--- config.mk ---
export PLATFORM = sky130hd
export DESIGN_NAME = seq_shift_add_multiplier
export DESIGN_NICKNAME = d
export VERILOG_FILES = /design/src/rtl/seq_shift_add_multiplier.sv
export SDC_FILE = /design/constraint.sdc
export NUM_CORES = 1
export LEC_CHECK = 0
export ABC_CLOCK_PERIOD_IN_PS = 2500
export BUFFER_PORTS_ARGS = -buffer_cell sky130_fd_sc_hd__buf_2
export CELL_PAD_IN_SITES_DETAIL_PLACEMENT = 0
export CELL_PAD_IN_SITES_GLOBAL_PLACEMENT = 1
export CORE_MARGIN = 4
export CORE_UTILIZATION = 42
export DETAILED_ROUTE_END_ITERATION = 10
export MAX_ROUTING_LAYER = met4
export PLACE_DENSITY_LB_ADDON = 0.1
export REMOVE_ABC_BUFFERS = 1
export SLEW_MARGIN = 20
export SYNTH_ARGS = -nofsm -noshare
export SYNTH_HDL_FRONTEND = slang
export SYNTH_SLANG_ARGS = --single-unit
--- constraint.sdc ---
create_clock -name clk -period 2.5 [get_ports clk]
set_input_delay 0.25 -clock clk [delete_from_list [all_inputs] [get_ports clk]]
set_output_delay 0.25 -clock clk [all_outputs]
set_load 0.01 [all_outputs]
--- src/rtl/seq_shift_add_multiplier.sv ---
// rtl/seq_shift_add_multiplier.sv - sequential shift-add WIDTH x WIDTH multiplier, signed/unsigned
// One shift-add step per multiplier bit; sign is handled by multiplying magnitudes and negating the result.
module seq_shift_add_multiplier #(
  parameter int WIDTH = 4,
  parameter int CNT_W = $clog2(WIDTH + 1)
) (
  input  logic               clk,
  input  logic               rst_n,
  input  logic               in_valid,
  output logic               in_ready,
  input  logic [WIDTH-1:0]   a,
  input  logic [WIDTH-1:0]   b,
  input  logic               signed_mode,
  output logic               out_valid,
  input  logic               out_ready,
  output logic [2*WIDTH-1:0] product,
  output logic               busy
);

  typedef enum logic [1:0] {IDLE, BUSY, DONE} state_t;

  state_t             state;
  state_t             state_nxt;
  logic               mode_r;
  logic               neg_r;
  logic [WIDTH-1:0]   mcand_r;
  logic [WIDTH-1:0]   acc_hi;
  logic [WIDTH-1:0]   mplr_r;
  logic [CNT_W-1:0]   cnt;
  logic               accept;
  logic               last_step;
  logic [WIDTH-1:0]   a_mag;
  logic [WIDTH-1:0]   b_mag;
  logic [WIDTH:0]     sum;
  logic [WIDTH-1:0]   acc_hi_nxt;
  logic [WIDTH-1:0]   mplr_nxt;
  logic [2*WIDTH-1:0] result;

  always_ff @(posedge clk or negedge rst_n) begin
    if (!rst_n) state <= IDLE;
    else        state <= state_nxt;
  end

  always_comb begin
    state_nxt = state;
    in_ready  = 1'b0;
    out_valid = 1'b0;
    busy      = 1'b0;
    case (state)
      IDLE: begin
        in_ready = 1'b1;
        if (in_valid) state_nxt = BUSY;
      end
      BUSY: begin
        busy = 1'b1;
        if (last_step) state_nxt = DONE;
      end
      DONE: begin
        out_valid = 1'b1;
        if (out_ready) state_nxt = IDLE;
      end
      default: state_nxt = IDLE;
    endcase
  end

  assign accept    = in_valid && in_ready;
  assign last_step = (cnt == CNT_W'(WIDTH - 1));

  // -2^(WIDTH-1) negates to itself, which read unsigned is exactly its magnitude.
  assign a_mag = (signed_mode && a[WIDTH-1]) ? -a : a;
  assign b_mag = (signed_mode && b[WIDTH-1]) ? -b : b;

  // The carry lands in sum[WIDTH] and is shifted back into the accumulator top bit.
  assign sum        = {1'b0, acc_hi} + (mplr_r[0] ? {1'b0, mcand_r} : '0);
  assign acc_hi_nxt = sum[WIDTH:1];
  assign mplr_nxt   = {sum[0], mplr_r[WIDTH-1:1]};
  assign result     = (mode_r && neg_r) ? -{acc_hi_nxt, mplr_nxt} : {acc_hi_nxt, mplr_nxt};

  always_ff @(posedge clk or negedge rst_n) begin
    if (!rst_n) begin
      mode_r  <= 1'b0;
      neg_r   <= 1'b0;
      mcand_r <= '0;
      acc_hi  <= '0;
      mplr_r  <= '0;
      cnt     <= '0;
      product <= '0;
    end else if (accept) begin
      mode_r  <= signed_mode;
      neg_r   <= signed_mode & (a[WIDTH-1] ^ b[WIDTH-1]);
      mcand_r <= a_mag;
      mplr_r  <= b_mag;
      acc_hi  <= '0;
      cnt     <= '0;
    end else if (state == BUSY) begin
      acc_hi <= acc_hi_nxt;
      mplr_r <= mplr_nxt;
      cnt    <= cnt + CNT_W'(1);
      if (last_step) product <= result;
    end
  end

endmodule

==> out/qor.yml, run 1 <==
clock_tree:
  numCtsBuffers: 3
  clockBufferDepth: 2
  cts-root-buf: "clkbuf_4"
  h-tree-depth: 1
  cts_tree: "yes"
  clock_latency_ps: 310
  clkSinkCount: 27
  clk_pin_slew_ps: 140
timing:
  finalHoldViolations: 0
  worst_slew_pin_slew_ps: 790
  timing.fmax_mhz: 441
  tns_ps: 0
  max_slew_margin: 0.472
  clock_skew_ps: 3.77
  finalSetupViolCount: 0
  rsz0062_at_grt: "false"
  maxSlewViolCount: 0
  fin_crit_sh: 0.907
  fin_crit_ps: 2270
floorplanning:
  num_rows: 21
  die_x_um: 68.2
  pin_count: 24
  fp.coreArea_mm2: 0.00342
  die_area_mm2: 0.00465
  die_y_um: 68.2
  start_util: 0.446
synthesis:
  synth_cell_types: 35
  ys_seq_area_frac: 0.444
  synth_seq_cells: 27
  synth-async-reset-ratio: 1.00
  synth-edff-count: 0
  synthCells: 163
  synth_area_mm2: 0.00152
  synth_flop_cell: "dfrtp_1"
  synth_warnings: 0
  post_synth.cell_area_avg_um2: 9.34
placement:
  place_congestion: 0.754
  dpl.cell_count: 228
  dpl_cell_area_mm2: 0.00168
  place_hpwl_mm: 2.29
  port_buffers: 23
global_route:
  grt_max_degree: 28
  globalRouteOverflowTotal: 0
  grt_pass1_wl_mm: 5.35
  grt_pass1_vias: 1159
  grt_usage: 0.155
  grt_antenna_before_repair: 0
critical_path:
  crit_arrival_ps: 2530
  critPathSlowestCell: "a2111oi_1"
  cp_cell_sequence: "and2_1 -> ha_1 -> fa_1 -> a21o_2 -> a2111oi_1 -> a222oi_1 -> nand3_1"
  path_max_fanout: 5
  slowest_delay_ps: 510
  crit_path_end_kind: "flop"
  worstSetupPathType: "flop to flop"
  startpoint_type: "flop"
  crit_required_ps: 2760
run:
  cap_violations: 0
pwr:
  swShare: 0.424
  internal-power_mw: 1.05
  p_clk_frac: 0.102
  leakage_nw: 0.901
  ir_worst_vdd_mv: 0.371
  power_frac_seq: 0.403
  power.density_mw_per_mm2: 1060
  combinationalPowerShare: 0.496
  switchingPower_uw: 773
  finalPower_mw: 1.82
final_layout:
  drive_gt1_frac: 0.187
  nets: 211
  final_area_mm2: 0.00172
  area_growth_pct: 13.1
  final_cells: 233
  final_util: 0.504
  antenna_cells: 0
  layout_common_cells: "28 x nand2_1, 27 x dfrtp_1, 23 x buf_2, 18 x o21ai_0, 13 x nand3_1"
  layout.cells.most_common: "nand2_1"
drt:
  drtIter0Drc: 38
  vias_per_cell: 5.16
  ant_nets: 0
  wl_per_cell_um: 12.8
  vias: 1202
  finalWirelength_mm: 2.98
  drc: 0
  dr.pass1.iters: 4
hold_path:
  hold_class: "input port to flop"
status:
  outcome: "finished clean"
-- cells in the mapped netlist, types with 3 or more instances --
cell type / number / area share
ha_1: 9 / 0.074
o21ai_0: 18 / 0.059
nand2_1: 28 / 0.069
nor2_1: 7 / 0.017
a21oi_1: 4 / 0.013
clkbuf_1: 5 / 0.012
dfrtp_1: 27 / 0.44
inv_1: 11 / 0.027
xnor2_1: 6 / 0.035
and2_1: 5 / 0.021
nand3_1: 13 / 0.043
mux2i_1: 3 / 0.020
-- layer usage --
metal  GRT usage  up-vias  part of all wire
li1            -      617                 -
met1       0.213      559              0.50
met2       0.236       24              0.45
met3      0.0197        2             0.047
met4      0.0521        0            0.0074
met5           -        -                 0
-- flip-flops by register name, indices dropped and copies added, names as in the netlist --
signal   count
cnt          3
product      8
acc_hi       4
state        2
mcand_r      4
neg_r        1
mplr_r       4
mode_r       1
-- power by group through the flow --
stage / clock network, mW / logic [mW] / registers, mW
final: 0.185 / 0.904 / 0.734
after global routing: 0.212 / 1.03 / 0.759
after CTS: 0.198 / 0.917 / 0.734
after detailed placement: 0 / 0.915 / 0.744
after global placement: 0 / 0.890 / 0.736
after floorplan: 0 / 0.631 / 0.742
-- stage by stage --
step	hold WS, ps	worst slack [ps]
after floorplan	-45.6	395
after detailed placement	296	224
after global routing	86.8	22.7
final	111	234
after global placement	292	310
after CTS	95.3	187
-- worst paths after layout --
kind                       startpoint         end  slack [ps]  depth (start not counted)
hold reg to reg            product[2]  product[2]         490                          2
setup / recovery            mplr_r[0]  product[7]         230                          7
hold / removal              out_ready    state[1]         110                          2
min in group asynchronous       rst_n  product[0]         460                          2
max in group asynchronous       rst_n  mcand_r[1]        1640                          2
setup reg to reg            mplr_r[0]  product[7]         230                          7
-- kinds of logic after synthesis --
family                   Yosys count  synth area share
AO/OA/AOI/OAI                     37             0.158
XOR/XNOR                           8            0.0460
adder cells (fa/ha/maj)           10            0.0871
buffers and inverters             16            0.0394
flip-flops                        27             0.444
multiplexers                       4            0.0271
AND/OR/NAND/NOR                   61             0.199
-- critical path, delay by kind of cell, from the launching register on --
family / cells / cell delay (ps)
DFF: 1 / 430
adders and majority gates: 2 / 610
and+or+nand+nor: 2 / 260
AOI/OAI and AO/OA: 3 / 920
-- what timing repair did --
item	4_1_cts	5_1_grt
hold buffers	1	0
setup buffers	0	0
hold endpoints to repair	27	0
setup endpoints to repair	0	1
gates resized for setup	0	1
-- area by class of cell --
type	instances	area (µm²)
Sequential cell	27	676
Timing Repair Buffer	25	133
Fill cell	359	1690
Inverter	11	41.3
Tap cell	46	57.6
Multi-Input combinational cell	120	788
Clock buffer	4	26.3
Power figures use the tool's default switching activity.
==> run 2, diff against run 1 <==
--- a/config.mk
+++ b/config.mk
@@ -5,12 +5,13 @@
 export SDC_FILE = /design/constraint.sdc
 export NUM_CORES = 1
 export LEC_CHECK = 0
-export ABC_CLOCK_PERIOD_IN_PS = 2500
+export ABC_CLOCK_PERIOD_IN_PS = 1900
 export BUFFER_PORTS_ARGS = -buffer_cell sky130_fd_sc_hd__buf_2
 export CELL_PAD_IN_SITES_DETAIL_PLACEMENT = 0
 export CELL_PAD_IN_SITES_GLOBAL_PLACEMENT = 1
 export CORE_MARGIN = 4
-export CORE_UTILIZATION = 42
+export CORE_UTILIZATION = 40
+export CTS_BUF_LIST = sky130_fd_sc_hd__clkbuf_8
 export DETAILED_ROUTE_END_ITERATION = 10
 export MAX_ROUTING_LAYER = met4
 export PLACE_DENSITY_LB_ADDON = 0.1
==> constraint.sdc (replaced) <==
create_clock -name clk -period 1.9 [get_ports clk]
set_input_delay 0.19 -clock clk [delete_from_list [all_inputs] [get_ports clk]]
set_output_delay 0.19 -clock clk [all_outputs]
set_load 0.01 [all_outputs]
==> run 2 against run 1 <==
The run now ends with negative setup slack left. First-iteration DRC count rose by 18%. Clock power rose by 77%. Routed wire length rose by 10%. Combinational power rose by 70%. Setup slack got worse by 390 ps. Sequential share of layout area fell by 4.4 points. Core utilization rose by 2.5 points. Final cell count rose by 6.9%. Critical path type unchanged. Critical endpoint unchanged. Largest cell class unchanged. Largest power group unchanged. Highest routed layer unchanged.
==> out/qor.yml, run 2 (same netlist as run 1, synthesis figures left out) <==
run:
  cap_violations: 0  # unchanged
final_layout:
  largest_reg_flops: 8  # unchanged
  final_util: 0.529  # +0.0254
  area_growth_pct: 27.3
  final_area_mm2: 0.00194  # +13%
  final_cells: 249  # +6.9%
  regMostFlops: "product"
  fillers: 342  # -4.7%
  layout_common_cells: "28 x nand2_1, 27 x dfrtp_1, 23 x buf_2, 18 x o21ai_0, 14 x buf_4"
  antenna_cells: 0  # unchanged
  drive_gt1_frac: 0.299  # +0.111
  nets: 225  # +6.6%
  layout.cells.most_common: "nand2_1"
placement:
  dpl_cell_area_mm2: 0.00178  # +5.9%
  port_buffers: 23  # unchanged
  place_hpwl_mm: 2.46  # +7.6%
  dpl.cell_count: 243  # +6.6%
  place_congestion: 0.746  # -1.1%
  pre_cts_ws_ps: -297  # -521 ps
critical_path:
  crit_required_ps: 2050  # -710 ps
  path_max_fanout: 2  # -3
  crit_path_end_kind: "flop"
  critical-path-top-delay-family: "compound AO/OA/AOI/OAI gates"
  critPathSlowestCell: "fa_2"
  worstSetupPathType: "flop to flop"
  slowest_delay_ps: 400  # -110 ps
  crit_arrival_ps: 2210  # -320 ps
  path_buf_inv: 1  # +1
  startpoint_type: "flop"
  cp_cell_sequence: "and2_1 -> ha_2 -> fa_2 -> a21o_4 -> buf_6 -> a21o_1 -> a222oi_1 -> nand3_1"
clock_tree:
  clkSinkCount: 27  # unchanged
  h-tree-depth: 1  # unchanged
  clock_latency_ps: 270  # -40 ps
  cts-root-buf: "clkbuf_8"
  numCtsBuffers: 3  # unchanged
  cts_tree: "yes"
  clockBufferDepth: 2  # unchanged
  clk_pin_slew_ps: 90  # -50 ps
floorplanning:
  die_y_um: 69.7  # +2.2%
  pin_count: 24  # unchanged
  die_area_mm2: 0.00486  # +4.4%
  fp.coreArea_mm2: 0.00366  # +7.2%
  num_rows: 22  # +4.8%
  die_x_um: 69.7  # +2.2%
  start_util: 0.416  # -0.0299
timing:
  clock_skew_ps: 2.20  # -1.57 ps
  timing.fmax_mhz: 486  # +10%
  fin_crit_sh: 1.08  # +0.176
  timing.hold.ws_ps: 96.3  # -15.1 ps
  max_slew_margin: 0.593  # +0.121
  tns_ps: -223  # -223 ps
  finalSetupViolCount: 3  # +3
  rsz0062_at_grt: "true"
  worst_slack_ps: -157  # -390 ps
  maxSlewViolCount: 0  # unchanged
  finalHoldViolations: 0  # unchanged
  worst_slew_pin_slew_ps: 611  # -179 ps
  fin_crit_ps: 2060  # -210 ps
status:
  outcome: "finished with violations"
  violations: "negative setup slack"
pwr:
  finalPower_mw: 2.83  # +55%
  power.density_mw_per_mm2: 1460  # +38%
  ir_worst_vdd_mv: 0.526  # +42%
  leakage_nw: 0.990  # +10%
global_route:
  grt_usage: 0.153  # -0.00203
  globalRouteOverflowTotal: 0  # unchanged
  grt_pass1_wl_mm: 5.83  # +9.0%
  grt_pass1_vias: 1241  # +7.1%
  grt_antenna_before_repair: 0  # unchanged
  grt_max_degree: 28  # unchanged
hold_path:
  hold_class: "input port to flop"
drt:
  finalWirelength_mm: 3.28  # +10%
  wl_per_cell_um: 13.2  # +3.1%
  vias_per_cell: 5.10  # -1.1%
  dr.pass1.iters: 4  # unchanged
  drtIter0Drc: 45  # +18%
  drc: 0  # unchanged
  ant_nets: 0  # unchanged
  vias: 1271  # +5.7%
-- run 2: cell count changes in the layout (fill, tap and decap cells not counted), sizes merged --
cell,previous run,this run
buf,24,38
clkbuf,4,3
inv,11,12
-- run 2: final timing paths --
check	start	cells past startpoint	end	slack, ps
max in group asynchronous	rst_n	2	acc_hi[3]	1050
max	mplr_r[0]	8	product[7]	-160
min	out_ready	2	state[1]	100
min in group asynchronous	rst_n	2	product[1]	450
min reg2reg	mcand_r[0]	2	mcand_r[0]	480
max reg2reg	mplr_r[0]	8	product[7]	-160
-- run 2: per-layer routing --
metal | vias up | GRT usage | routed length, µm
li1 | 640 | - | -
met1 | 597 | 0.194 | 1520
met2 | 28 | 0.235 | 1540
met3 | 6 | 0.0333 | 151
met4 | 0 | 0.0660 | 71
met5 | - | - | 0
-- run 2: power breakdown --
group,switching (mW),internal [mW]
clock network,0.182,0.145
logic,0.821,0.715
registers,0.155,0.812
total,1.16,1.67
-- run 2: area by class of cell --
| cell class | count | area (µm²) | area share |
|---|---|---|---|
| clock buffers | 3 | 41.3 | 0.0213 |
| clock inverters | 1 | 3.75 | 0.00194 |
| inverters | 11 | 41.3 | 0.0213 |
| multi-input cells | 120 | 875 | 0.451 |
| flip-flops and latches | 27 | 676 | 0.349 |
| well taps | 48 | 60.1 | 0.0310 |
| repair buffers | 39 | 241 | 0.125 |
-- run 2: worst register-to-register path: stages, from the launching register on --
cell and delay (ps):
dfrtp_1 380, and2_1 160, ha_2 180, fa_2 400
a21o_4 250, buf_6 110, a21o_1 140, a222oi_1 210
nand3_1 110
-- run 2: timing repair --
action                                  4_1_cts  5_1_grt
hold endpoints to repair                     27        0
hold buffers                                  1        0
setup buffers                                 1        0
pin swaps                                    13        2
gates resized for setup                      15        2
endpoints found under the setup margin        5        5
==> run 3, diff against run 2 <==
--- a/config.mk
+++ b/config.mk
@@ -7,14 +7,12 @@
 export LEC_CHECK = 0
 export ABC_CLOCK_PERIOD_IN_PS = 1900
 export BUFFER_PORTS_ARGS = -buffer_cell sky130_fd_sc_hd__buf_2
-export CELL_PAD_IN_SITES_DETAIL_PLACEMENT = 0
-export CELL_PAD_IN_SITES_GLOBAL_PLACEMENT = 1
 export CORE_MARGIN = 4
-export CORE_UTILIZATION = 40
+export CORE_UTILIZATION = 45
 export CTS_BUF_LIST = sky130_fd_sc_hd__clkbuf_8
 export DETAILED_ROUTE_END_ITERATION = 10
 export MAX_ROUTING_LAYER = met4
-export PLACE_DENSITY_LB_ADDON = 0.1
+export PLACE_DENSITY = 0.68
 export REMOVE_ABC_BUFFERS = 1
 export SLEW_MARGIN = 20
 export SYNTH_ARGS = -nofsm -noshare
==> run 3 against run 2 <==
The flow still finishes with violations (negative setup slack). Register-to-register slack lost 60 ps. Worst hold slack worse by 11 ps. Core utilization up 9.4 points. Final cell count shrank 0.80%. Power is 1.7% higher. Setup slack got worse by 62 ps. First-iteration DRC count is 89% higher. Non-clock buffer count increased by 2.
==> out/qor.yml, run 3 (same netlist as run 1, synthesis figures left out) <==
placement:
  dpl_cell_area_mm2: 0.00179  # +0.14%
  place_hpwl_mm: 2.54  # +3.1%
  place_congestion: 0.772  # +3.5%
  port_buffers: 23  # unchanged
final_layout:
  layout.cells.most_common: "nand2_1"
  final_area_mm2: 0.00197  # +1.4%
  largest_reg_flops: 8  # unchanged
  multiInputGateArea_um2: 887  # +1.4%
  antenna_cells: 0  # unchanged
  regMostFlops: "product"
  regArea_um2: 676  # unchanged
  fillers: 266  # -22%
  area_growth_pct: 29.1
  drive_gt1_frac: 0.315  # +0.0168
  nets: 227  # +0.89%
  layout_common_cells: "28 x nand2_1, 27 x dfrtp_1, 23 x buf_2, 18 x o21ai_0, 15 x buf_4"
global_route:
  globalRouteOverflowTotal: 0  # unchanged
  grt_antenna_before_repair: 0  # unchanged
  grt_pass1_wl_mm: 5.89  # +1.1%
  grt_pass1_vias: 1308  # +5.4%
  grt_max_degree: 28  # unchanged
  grt_usage: 0.184  # +0.0313
clock_tree:
  clk_pin_slew_ps: 90  # about the same
  numCtsBuffers: 3  # unchanged
  cts-root-buf: "clkbuf_8"
  clkSinkCount: 27  # unchanged
  h-tree-depth: 1  # unchanged
  cts_tree: "yes"
  clock_latency_ps: 280  # about the same
  clockBufferDepth: 2  # unchanged
critical_path:
  path_max_fanout: 2  # unchanged
  startpoint_type: "flop"
  ff2ff_path_depth: 8  # unchanged
  crit_arrival_ps: 2280  # +70 ps
  worstReg2RegStart: "mcand_r[0]"
  worstReg2RegEnd: "product[7]"
  worstSetupPathType: "flop to flop"
  regToRegSetupSlack_ps: -220  # -60 ps
  crit_path_end_kind: "flop"
  crit_required_ps: 2060  # about the same
timing:
  timing.fmax_mhz: 472  # -2.9%
  max_slew_margin: 0.567  # -0.0259
  clock_skew_ps: 2.65  # +0.452 ps
  worst_slack_ps: -219  # -62.0 ps
  maxSlewViolCount: 0  # unchanged
  worst_slew_pin_slew_ps: 648  # +37.3 ps
  tns_ps: -314  # -90.6 ps
  finalSetupViolCount: 3  # unchanged
  fin_crit_sh: 1.12  # +0.0326
  rsz0062_at_grt: "true"
  fin_crit_ps: 2120  # +62.0 ps
  finalHoldViolations: 0  # unchanged
status:
  violations: "negative setup slack"
  outcome: "finished with violations"
drt:
  ant_nets: 0  # unchanged
  wl_per_cell_um: 14.4  # +9.1%
  dr.pass1.iters: 4  # unchanged
  vias: 1308  # +2.9%
  vias_per_cell: 5.30  # +3.7%
  drc: 0  # unchanged
  finalWirelength_mm: 3.55  # +8.2%
  drtIter0Drc: 85  # +89%
floorplanning:
  num_rows: 20  # -9.1%
  start_util: 0.483  # +0.0670
  pin_count: 24  # unchanged
  fp.coreArea_mm2: 0.00315  # -14%
  die_x_um: 66.2  # -5.1%
  die_y_um: 66.2  # -5.1%
  die_area_mm2: 0.00438  # -9.9%
hold_path:
  hold_class: "input port to flop"
  hold_depth: 2  # unchanged
  whs_endpoint: "state[1]"
  hold_path.startpoint: "out_ready"
pwr:
  power.density_mw_per_mm2: 1460  # +0.25%
  leakage_nw: 1.00  # +1.3%
  finalPower_mw: 2.88  # +1.7%
  ir_worst_vdd_mv: 0.594  # +13%
run:
  cap_violations: 0  # unchanged
-- run 3: changes by cell type in the layout (fill, tap and decap cells not counted) --
cell	delta
xnor2_2	+1
buf_4	+1
mux2_2	-1
clkinv_2	+1
a211o_4	+1
xnor2_4	-1
mux2_4	+1
ha_4	+1
inv_1	-1
buf_6	+1
ha_1	-1
a211o_2	-1
-- run 3: per-layer routing --
metal,vias up,share of wire,global-route usage
li1,646,-,-
met1,613,0.42,0.211
met2,38,0.49,0.300
met3,11,0.048,0.0340
met4,0,0.035,0.107
met5,-,0,-
-- run 3: what timing repair did --
item	CTS	global route
hold buffers	1	0
hold endpoints to repair	27	0
endpoints found under the setup margin	5	5
resized for setup	10	10
pin swaps	7	10
setup buffers	2	0
-- run 3: worst max-delay path: stages, from the launching register on --
cell	delay (ps)
dfrtp_1	380
and2_1	160
ha_2	190
fa_2	380
a21o_4	240
buf_6	120
a21o_1	160
a222oi_1	250
nand3_1	120
-- run 3: area by class of cell --
cell class                 count  area share
clock buffer                   3      0.0210
clock inverter                 1     0.00255
sequential                    27       0.344
inverter                      11      0.0210
timing repair buffer          41       0.132
multi-input combinational    120       0.451
tap                           44      0.0280
-- run 3: how the worst max path moves through the flow --
| stage | cells after the start | slack (ps) | to | start |
|---|---|---|---|---|
| final | 8 | -220 | product[7] | mcand_r[0] |
| after global placement | 8 | -220 | product[7] | mcand_r[0] |
| after detailed placement | 8 | -350 | product[7] | mcand_r[0] |
| after floorplan | 7 | -200 | product[7] | mplr_r[0] |
| after CTS | 8 | -170 | product[7] | mplr_r[0] |
| after global routing | 8 | -280 | product[7] | mcand_r[0] |
-- run 3: report_power, final --
group	internal, mW	switching, mW
logic	0.723	0.853
clock network	0.147	0.187
registers	0.812	0.156
-- run 3: metrics by stage --
step	util	hold slack (ps)	std cells	setup slack [ps]
finish	0.623	85.5	247	-219
global route	0.623	78.4	247	-281
CTS	0.606	86.0	247	-168
detailed placement	0.567	230	240	-352
global placement	0.567	229	240	-217
floorplan	-	-106	158	-205
